## src/rtl/ov_pack_pkg.sv

```systemverilog
// Shared definitions for the OV7670 frame packer.
// Contents: FSM state encodings, default framing bytes, payload-size helpers.
package ov_pack_pkg;

  localparam logic [2:0] ST_IDLE    = 3'd0;
  localparam logic [2:0] ST_HDR0    = 3'd1;
  localparam logic [2:0] ST_HDR1    = 3'd2;
  localparam logic [2:0] ST_HDR_SEQ = 3'd3;
  localparam logic [2:0] ST_PAYLOAD = 3'd4;
  localparam logic [2:0] ST_CKSUM   = 3'd5;
  localparam logic [2:0] ST_END     = 3'd6;

  localparam logic [7:0] DEF_SYNC0    = 8'hFF;
  localparam logic [7:0] DEF_SYNC1    = 8'h00;
  localparam logic [7:0] DEF_END_BYTE = 8'h55;

  // Payload bytes per frame.
  function automatic int unsigned pack_total(input int unsigned w, input int unsigned h,
                                             input int unsigned bpp);
    return w * h * bpp;
  endfunction

  // Byte counter width; never narrower than one bit.
  function automatic int unsigned pack_cnt_w(input int unsigned total);
    return (total > 1) ? $clog2(total) : 1;
  endfunction

endpackage

```

## src/rtl/ov_pack_cksum.sv

```systemverilog
// Running 8-bit (mod 256) sum of payload bytes for the frame trailer.
// Ports:
//   clk, rst  clock and asynchronous active-high reset
//   clr       clear the sum (takes priority over add)
//   add       accumulate data this cycle
//   data      payload byte
//   sum       current running sum
module ov_pack_cksum (
  input  logic       clk,
  input  logic       rst,
  input  logic       clr,
  input  logic       add,
  input  logic [7:0] data,
  output logic [7:0] sum
);

  logic [7:0] sum_q;

  always_ff @(posedge clk or posedge rst) begin
    if (rst) begin
      sum_q <= 8'h00;
    end else if (clr) begin
      sum_q <= 8'h00;
    end else if (add) begin
      sum_q <= sum_q + data;
    end
  end

  assign sum = sum_q;

endmodule

```

## src/rtl/ov_frame_packer.sv

```systemverilog
// Frame packetizer: wraps the camera pixel byte stream into
//   SYNC0 SYNC1 SEQ <payload> [CKSUM] END_BYTE
// and writes it to the UART transmit cache, honouring its full flag.
// Optional feature macro: OV_PACK_CKSUM_EN adds the 8-bit payload-sum trailer byte.
// Ports:
//   SYS_CLK, RST           clock, asynchronous active-high reset
//   FRAME_START            one-cycle pulse, new frame begins
//   PIX_DATA/VALID/READY   pixel byte source handshake
//   TX_DATA/WRREQ/WRFULL   transmit cache write port
//   FRAME_DONE, FRAME_ERR  completion / abort pulses
//   FRAME_SEQ              sequence number of current/last frame
module ov_frame_packer
  import ov_pack_pkg::*;
#(
  parameter int unsigned IMG_W    = 320,
  parameter int unsigned IMG_H    = 240,
  parameter int unsigned BPP      = 2,
  parameter logic [7:0]  SYNC0    = DEF_SYNC0,
  parameter logic [7:0]  SYNC1    = DEF_SYNC1,
  parameter logic [7:0]  END_BYTE = DEF_END_BYTE
) (
  input  logic       SYS_CLK,
  input  logic       RST,
  input  logic       FRAME_START,
  input  logic [7:0] PIX_DATA,
  input  logic       PIX_VALID,
  output logic       PIX_READY,
  output logic [7:0] TX_DATA,
  output logic       TX_WRREQ,
  input  logic       TX_WRFULL,
  output logic       FRAME_DONE,
  output logic       FRAME_ERR,
  output logic [7:0] FRAME_SEQ
);

  localparam int unsigned    TOTAL = pack_total(IMG_W, IMG_H, BPP);
  localparam int unsigned    CW    = pack_cnt_w(TOTAL);
  localparam logic [CW-1:0]  LAST  = CW'(TOTAL - 1);

  logic [2:0]    state_q, state_d;
  logic [7:0]    seq_q, seq_d;
  logic          pending_q, pending_d;
  logic [CW-1:0] cnt_q, cnt_d;
  logic [7:0]    tx_data_q, tx_data_d;
  logic          tx_wrreq_q, tx_wrreq_d;
  logic          done_q, done_d;
  logic          err_q, err_d;
  logic          ck_clr, ck_add;

`ifdef OV_PACK_CKSUM_EN
  logic [7:0] ck_sum;

  ov_pack_cksum u_cksum (
    .clk  (SYS_CLK),
    .rst  (RST),
    .clr  (ck_clr),
    .add  (ck_add),
    .data (PIX_DATA),
    .sum  (ck_sum)
  );
`else
  logic unused_ck;
  assign unused_ck = ck_clr ^ ck_add;
`endif

  assign PIX_READY = (state_q == ST_PAYLOAD) && !TX_WRFULL;

  always_comb begin
    state_d    = state_q;
    seq_d      = seq_q;
    pending_d  = pending_q;
    cnt_d      = cnt_q;
    tx_data_d  = tx_data_q;
    tx_wrreq_d = 1'b0;
    done_d     = 1'b0;
    err_d      = 1'b0;
    ck_clr     = 1'b0;
    ck_add     = 1'b0;

    // A start seen while a frame is in its header/trailer is queued, not acted on.
    if (FRAME_START && (state_q != ST_IDLE) && (state_q != ST_PAYLOAD)) begin
      pending_d = 1'b1;
    end

    case (state_q)
      ST_IDLE: begin
        if (FRAME_START) begin
          state_d = ST_HDR0;
          seq_d   = seq_q + 8'd1;
          ck_clr  = 1'b1;
        end
      end
      ST_HDR0: begin
        if (!TX_WRFULL) begin
          tx_data_d  = SYNC0;
          tx_wrreq_d = 1'b1;
          state_d    = ST_HDR1;
        end
      end
      ST_HDR1: begin
        if (!TX_WRFULL) begin
          tx_data_d  = SYNC1;
          tx_wrreq_d = 1'b1;
          state_d    = ST_HDR_SEQ;
        end
      end
      ST_HDR_SEQ: begin
        if (!TX_WRFULL) begin
          tx_data_d  = seq_q;
          tx_wrreq_d = 1'b1;
          state_d    = ST_PAYLOAD;
        end
      end
      ST_PAYLOAD: begin
        if (FRAME_START) begin
          // Abort: drop any same-cycle pixel and restart with a fresh header.
          err_d     = 1'b1;
          cnt_d     = '0;
          ck_clr    = 1'b1;
          state_d   = ST_HDR0;
          seq_d     = seq_q + 8'd1;
          pending_d = 1'b0;
        end else if (PIX_VALID && !TX_WRFULL) begin
          tx_data_d  = PIX_DATA;
          tx_wrreq_d = 1'b1;
          ck_add     = 1'b1;
          if (cnt_q == LAST) begin
            cnt_d = '0;
`ifdef OV_PACK_CKSUM_EN
            state_d = ST_CKSUM;
`else
            state_d = ST_END;
`endif
          end else begin
            cnt_d = cnt_q + 1'b1;
          end
        end
      end
`ifdef OV_PACK_CKSUM_EN
      ST_CKSUM: begin
        if (!TX_WRFULL) begin
          tx_data_d  = ck_sum;
          tx_wrreq_d = 1'b1;
          state_d    = ST_END;
        end
      end
`endif
      ST_END: begin
        if (!TX_WRFULL) begin
          tx_data_d  = END_BYTE;
          tx_wrreq_d = 1'b1;
          done_d     = 1'b1;
          if (pending_q || FRAME_START) begin
            state_d   = ST_HDR0;
            seq_d     = seq_q + 8'd1;
            pending_d = 1'b0;
            ck_clr    = 1'b1;
          end else begin
            state_d = ST_IDLE;
          end
        end
      end
      default: state_d = ST_IDLE;
    endcase
  end

  always_ff @(posedge SYS_CLK or posedge RST) begin
    if (RST) begin
      state_q    <= ST_IDLE;
      seq_q      <= 8'hFF;
      pending_q  <= 1'b0;
      cnt_q      <= '0;
      tx_data_q  <= 8'h00;
      tx_wrreq_q <= 1'b0;
      done_q     <= 1'b0;
      err_q      <= 1'b0;
    end else begin
      state_q    <= state_d;
      seq_q      <= seq_d;
      pending_q  <= pending_d;
      cnt_q      <= cnt_d;
      tx_data_q  <= tx_data_d;
      tx_wrreq_q <= tx_wrreq_d;
      done_q     <= done_d;
      err_q      <= err_d;
    end
  end

  assign TX_DATA    = tx_data_q;
  assign TX_WRREQ   = tx_wrreq_q;
  assign FRAME_DONE = done_q;
  assign FRAME_ERR  = err_q;
  assign FRAME_SEQ  = seq_q;

endmodule

```

## config.mk

```make
export PLATFORM = sky130hd
export DESIGN_NAME = ov_frame_packer
export DESIGN_NICKNAME = d
export VERILOG_FILES = /design/src/rtl/ov_pack_pkg.sv /design/src/rtl/ov_pack_cksum.sv /design/src/rtl/ov_frame_packer.sv
export SDC_FILE = /design/constraint.sdc
export NUM_CORES = 1
export LEC_CHECK = 0
export ABC_CLOCK_PERIOD_IN_PS = 3400
export CORE_MARGIN = 10
export CORE_UTILIZATION = 43
export DETAILED_ROUTE_END_ITERATION = 6
export PLACE_DENSITY = 0.66
export SETUP_SLACK_MARGIN = 0.3
export SYNTH_ARGS = -nofsm -noshare
export SYNTH_HDL_FRONTEND = slang
export SYNTH_SLANG_ARGS = --single-unit
```

## constraint.sdc

```tcl
create_clock -name SYS_CLK -period 3.4 [get_ports SYS_CLK]
set_clock_uncertainty 0.05 [all_clocks]
set_input_delay 0.51 -clock SYS_CLK [delete_from_list [all_inputs] [get_ports SYS_CLK]]
set_output_delay 0.51 -clock SYS_CLK [all_outputs]
set_load 0.005 [all_outputs]
```

[Yosys cells after proc, flatten, opt, wreduce, memory -nomap -nowiden]
Cells that the tools add are included.
Storage, ports and cells
  input bits: 13
  memories kept: 0
  flip-flop bits (word level): 41
  ROM bits: 0
  logic and storage cells: 81
  latch bits: 0
  memory bits (writable): 0
Operators by class
  add/subtract/negate cells: 2
  reductions and logical operators: 17
  $mul: 0
  bitwise operators: 0
  shift operators: 0
  magnitude comparators: 0
  div/mod/pow operators: 0
  eq/ne operators: 18
  muxes and demuxes: 36
Operators with widths (count)
  $mux 8: 9
  $mux 18: 3
  $pmux 8 s5: 1
  $mux 3: 8
  $add 18x1->18 const B: 1
  $eq 18x18->1 const B: 1
  $pmux 3 s6: 1
  $pmux 8 s2: 1
  $ne 2x2->1 const B: 7
  $reduce_and 7->1: 2
  $mux 1: 11
  $add 8x1->8 const B: 1
  $eq 3x2->1 const B: 2
  $eq 3x3->1 const B: 2
  $ne 3x2->1 const B: 2
  $reduce_bool 5->1: 1
  $logic_and 1x1->1: 4
  $ne 2x1->1 const B: 2
  $pmux 1 s2: 2
  $reduce_and 4->1: 1
  $reduce_bool 2->1: 2
  $reduce_or 4->1: 1
  $eq 3x1->1 const B: 1
  $logic_not 3->1: 1
  6 further kinds: 6

[Longest topological paths before layout]
  depth after elaboration: 7
  depth in mapped cells: 9
  mapped depth without buffers: 6

[Worst setup path before layout]
OpenSTA, ideal clock, no wires.
  path type: register to register
  from: reg state_q[1]
  to: reg cnt_q[11]
  path slack: 1.204 ns
  arrival: 2.070 ns
  cell stages (with the launch flop): 9
  cell sequence: dfrtp_1 > buf_6 > or3b_1 > buf_2 > or3b_4 > buf_6 > a21o_4 > or3_1 > o21ai_1
On the way
  cells in the longest elaborated chain, start to end: 2
RTL lines
  start, declared: RTL line ov_frame_packer.sv:40  | logic [2:0] state_q, state_d;
  start signal, assigned: RTL line ov_frame_packer.sv:178  | state_q <= state_d;
  $eq 3x3->1: RTL line ov_frame_packer.sv:85  | case (state_q)
  $reduce_and 2->1 (no line)
  end signal, assigned: RTL line ov_frame_packer.sv:181  | cnt_q <= cnt_d;
  end, declared: RTL line ov_frame_packer.sv:43  | logic [CW-1:0] cnt_q, cnt_d;
No other way between the ends.
A chain may end at the register's enable or synchronous reset.

[Worst setup path in the final report]
  from: in TX_WRFULL
  to: out PIX_READY
On the way
  cells in the longest elaborated chain, start to end: 2
RTL lines
  start, declared: RTL line ov_frame_packer.sv:30  | input logic TX_WRFULL,
  $logic_not 1->1
  $logic_and 1x1->1: RTL line ov_frame_packer.sv:66  | assign PIX_READY = (state_q == ST_PAYLOAD) && !TX_WRFULL;
  end, declared: RTL line ov_frame_packer.sv:27  | output logic PIX_READY,
No other way between the ends.

==> results by group <==
Status
  – Outcome: finished clean

Timing
  – Fin crit share: between 70 and 80%
  – Post-Route Setup TNS: 0 ns
  – Final Worst Setup Slack: between 0.8 and 0.9 ns
  – Slew @ Worst Pin: 1.25 ns
  – Finish-stage setup viols: 0
  – Slew margin rel.: 15.8%
  – Max-slew violations: 0
  – RSZ-0062 raised after global routing: no
  – Fin crit period: 2.52 ns
  – Max Clock Freq: 396 MHz
  – Fin Hold WS: roughly 0.46 ns
  – Final Hold Violating Endpoints: 0

Synthesis
  – Cells after synthesis: approximately 230
  – Avg Inst Size Synth: 9.31 um^2
  – Net Count, Synth: 249
  – Register area share after synthesis: between 40% and 50%
  – Ys flop type: dfrtp_1
  – Synth area leaders: dfrtp_1, dfstp_2, mux2_2
  – Yosys top cell area share: a little under two fifths
  – Mapped Area: between 2000 and 2500 um^2
  – Async SR Flop Fraction: 100%
  – Register bit total from synthesis: just over 40
  – Warnings, synthesis: 0
  – Synth unique cells: between 40 and 50
  – Number of synthesized flops with an enable pin: 0
  – Biggest area consumer among synthesized cells: dfrtp_1

Clock network
  – # hold bufs at CTS: 0
  – Cts bufs inserted: 5
  – H-tree depth: 2
  – Clk slew on worst S/H paths: around 0.080 ns
  – CTS tree: done
  – Clock sink total: 41
  – Post CTS Setup Buffer Count: 0
  – Resized cells post-CTS: 0
  – Max Buffers Root-to-Sink: 2
  – Clk_lat worst skew: between 0.2 and 0.3 ns
  – Root Buffer: clkbuf_8

Floorplan
  – Placeable Area: slightly below 5000 um^2
  – Die width: between 90 and 100 um
  – Full die area: around 8300 um^2
  – Die Ht: around 90 um
  – Row count: 25
  – Starting Density: 45.2%
  – Top Ports: 33

Worst hold path
  – Min-delay worst type: register to register
  – Min-Delay Startpoint: cnt_q[2]

Worst setup path
  – Worst setup path category: input port to primary output
  – Setup crit start kind: input port
  – Maximum fanout along the worst path: 5
  – CP Capture Type: primary output
  – Slowest-stage cell, CP: clkdlybuf4s50_1
  – CP max stage delay: 0.53 ns
  – Critical Path RT: around 2.8 ns
  – Crit. Startpoint: TX_WRFULL
  – CP dominant cell by count: clkdlybuf4s50_1
  – Worst r2r src: state_q[0]
  – Critical path arrival: 1.96 ns
  – CP Cell Sequence: clkdlybuf4s50_1 > inv_1 > nand2_1 > nor3_1 > clkdlybuf4s50_1

Finish
  – Area Growth Syn to Fin: 22.6%
  – # fillers: 441
  – Share of layout cells above drive strength 1: 12.4%
  – Register Area: just over 1000 um^2
  – Inserted Diodes: 0
  – # nets final: 281
  – Multi-input gate area: 1060 um^2

Power and ir drop
  – Leakage: between 0.001 and 0.0015 uW
  – Final total power: around 1900 uW
  – PD cells: roughly 700 nW/um^2
  – Peak supply drop: about 0.34 mV

Route
  – # DRC: 0
  – Routed wire length: 5050 um
  – Post-DRT Antenna Nets: 0
  – Via count: ~1800
  – Routed vias/inst: about 5.5
  – WL/cell: approximately 15 um
  – Drt first pass iters: 5
  – Initial drt markers: 98

Global route
  – Initial antenna violation count: 0
  – Total track usage: 12.1%
  – First-pass GRT wire length: ~8400 um
  – Largest net degree at the start of global routing: 25
  – Overflow left after global routing: 0
  – Vias in the first global route: around 1700

Placed design
  – Worst slack at placement: 0.719 ns
  – GPL Wtd Cong: approximately 0.8
  – Detailed placer's ending HPWL: about 3700 um
  – PortBufs: 32

Job
  – # Max-Cap Violations: 0
flip-flops by register name, summed over array words and instances, names as in the netlist:
| register | flops |
|---|---|
| TX_WRREQ | 1 |
| FRAME_ERR | 1 |
| cnt_q | 18 |
| FRAME_DONE | 1 |
| state_q | 3 |
| TX_DATA | 8 |
| FRAME_SEQ | 8 |
| pending_q | 1 |
final timing paths:
path,end,slack [ns],cells past startpoint
worst max-delay path,PIX_READY,0.88,5
worst max register to register,cnt_q[12],0.91,5
max in group asynchronous,cnt_q[7],1.96,3
worst min register to register,cnt_q[2],0.46,1
min in group asynchronous,TX_DATA[0],0.65,2
worst min-delay path,cnt_q[2],0.46,1
synth_stat cells, types with 2 or more instances:
cell type	number
a211oi_1	2
nor3_1	4
nor4_1	2
a21oi_1	20
o21ai_0	19
mux2i_1	2
and3_1	7
buf_2	3
nor3b_1	2
a31oi_1	2
nand3_1	7
dfrtp_1	33
and2_1	4
mux2_2	9
dfstp_2	8
inv_1	4
and4_1	2
buf_6	2
ha_1	2
xnor2_1	8
clkbuf_1	8
a21o_1	2
xor2_1	2
nor2b_1	2
nand2b_1	3
nand2_1	25
or3_1	2
o21ai_1	6
nor2_1	20
nand4_1	9
kinds of logic after synthesis:
family                     after synthesis  synth area share [%]
xor gates and xnor gates                10                  4.02
and+or+nand+nor                         93                  21.9
AOI/OAI and AO/OA                       60                  16.1
DFF                                     41                  47.5
buffers and inverters                   17                  3.79
adders and majority gates                2                  1.15
muxes                                   11                  5.57
layout by cell type, fill, tap and decap left out, drive strengths merged, types with 2 or more instances in the layout:
cell type / n
a21oi: 21
dfstp: 8
and2: 4
o21ai: 25
dfrtp: 33
nand2b: 3
or3: 2
nor2: 20
nor2b: 2
mux2: 9
nand3: 7
a211oi: 2
clkbuf: 5
or3b: 2
xnor2: 8
a21o: 3
clkdlybuf4s50: 32
nand2: 25
mux2i: 2
and3: 7
buf: 6
xor2: 2
nor3: 4
nor4: 2
nor3b: 2
inv: 4
and4: 2
nand4: 9
a31oi: 2
ha: 2
per-layer routing:
| layer | part of all wire, % | global-route usage, % | wire length, um |
|---|---|---|---|
| met3 | 5.2 | 3.70 | 261 |
| met2 | 47 | 17.8 | 2350 |
| met1 | 47 | 16.2 | 2360 |
| met4 | 1.5 | 4.31 | 75 |
| met5 | 0 | 0 | 0 |
report_power, final:
group,total [uW],leakage (uW),internal (uW),switching (uW)
registers,833,0.000504,660,173
clock network,389,0.0000518,216,173
logic,654,0.000518,378,276
total,1880,0.00107,1250,622
worst max-delay path: cells and delay by family:
kind	cells	cell delay, ns
and+or+nand+nor	2	0.28
buffers and inverters	3	1.18
cell type report:
cell class | count | area share (%)
repair buffers | 38 | 13.7
well taps | 67 | 3.14
multi-input cells | 176 | 39.7
inverters | 4 | 0.562
clock inverters | 3 | 1.55
flip-flops and latches | 41 | 38.8
clock buffers | 5 | 2.58
per-stage QoR:
| stage | std cells | utilization (%) | cell area [um^2] |
|---|---|---|---|
| floorplan | 234 | - | 2180 |
| global placement | 326 | 53.2 | 2560 |
| detailed placement | 326 | 53.2 | 2560 |
| CTS | 334 | 55.5 | 2670 |
| global route | 334 | 55.5 | 2670 |
| finish | 334 | 55.5 | 2670 |
(Power assumes the default switching activity.)
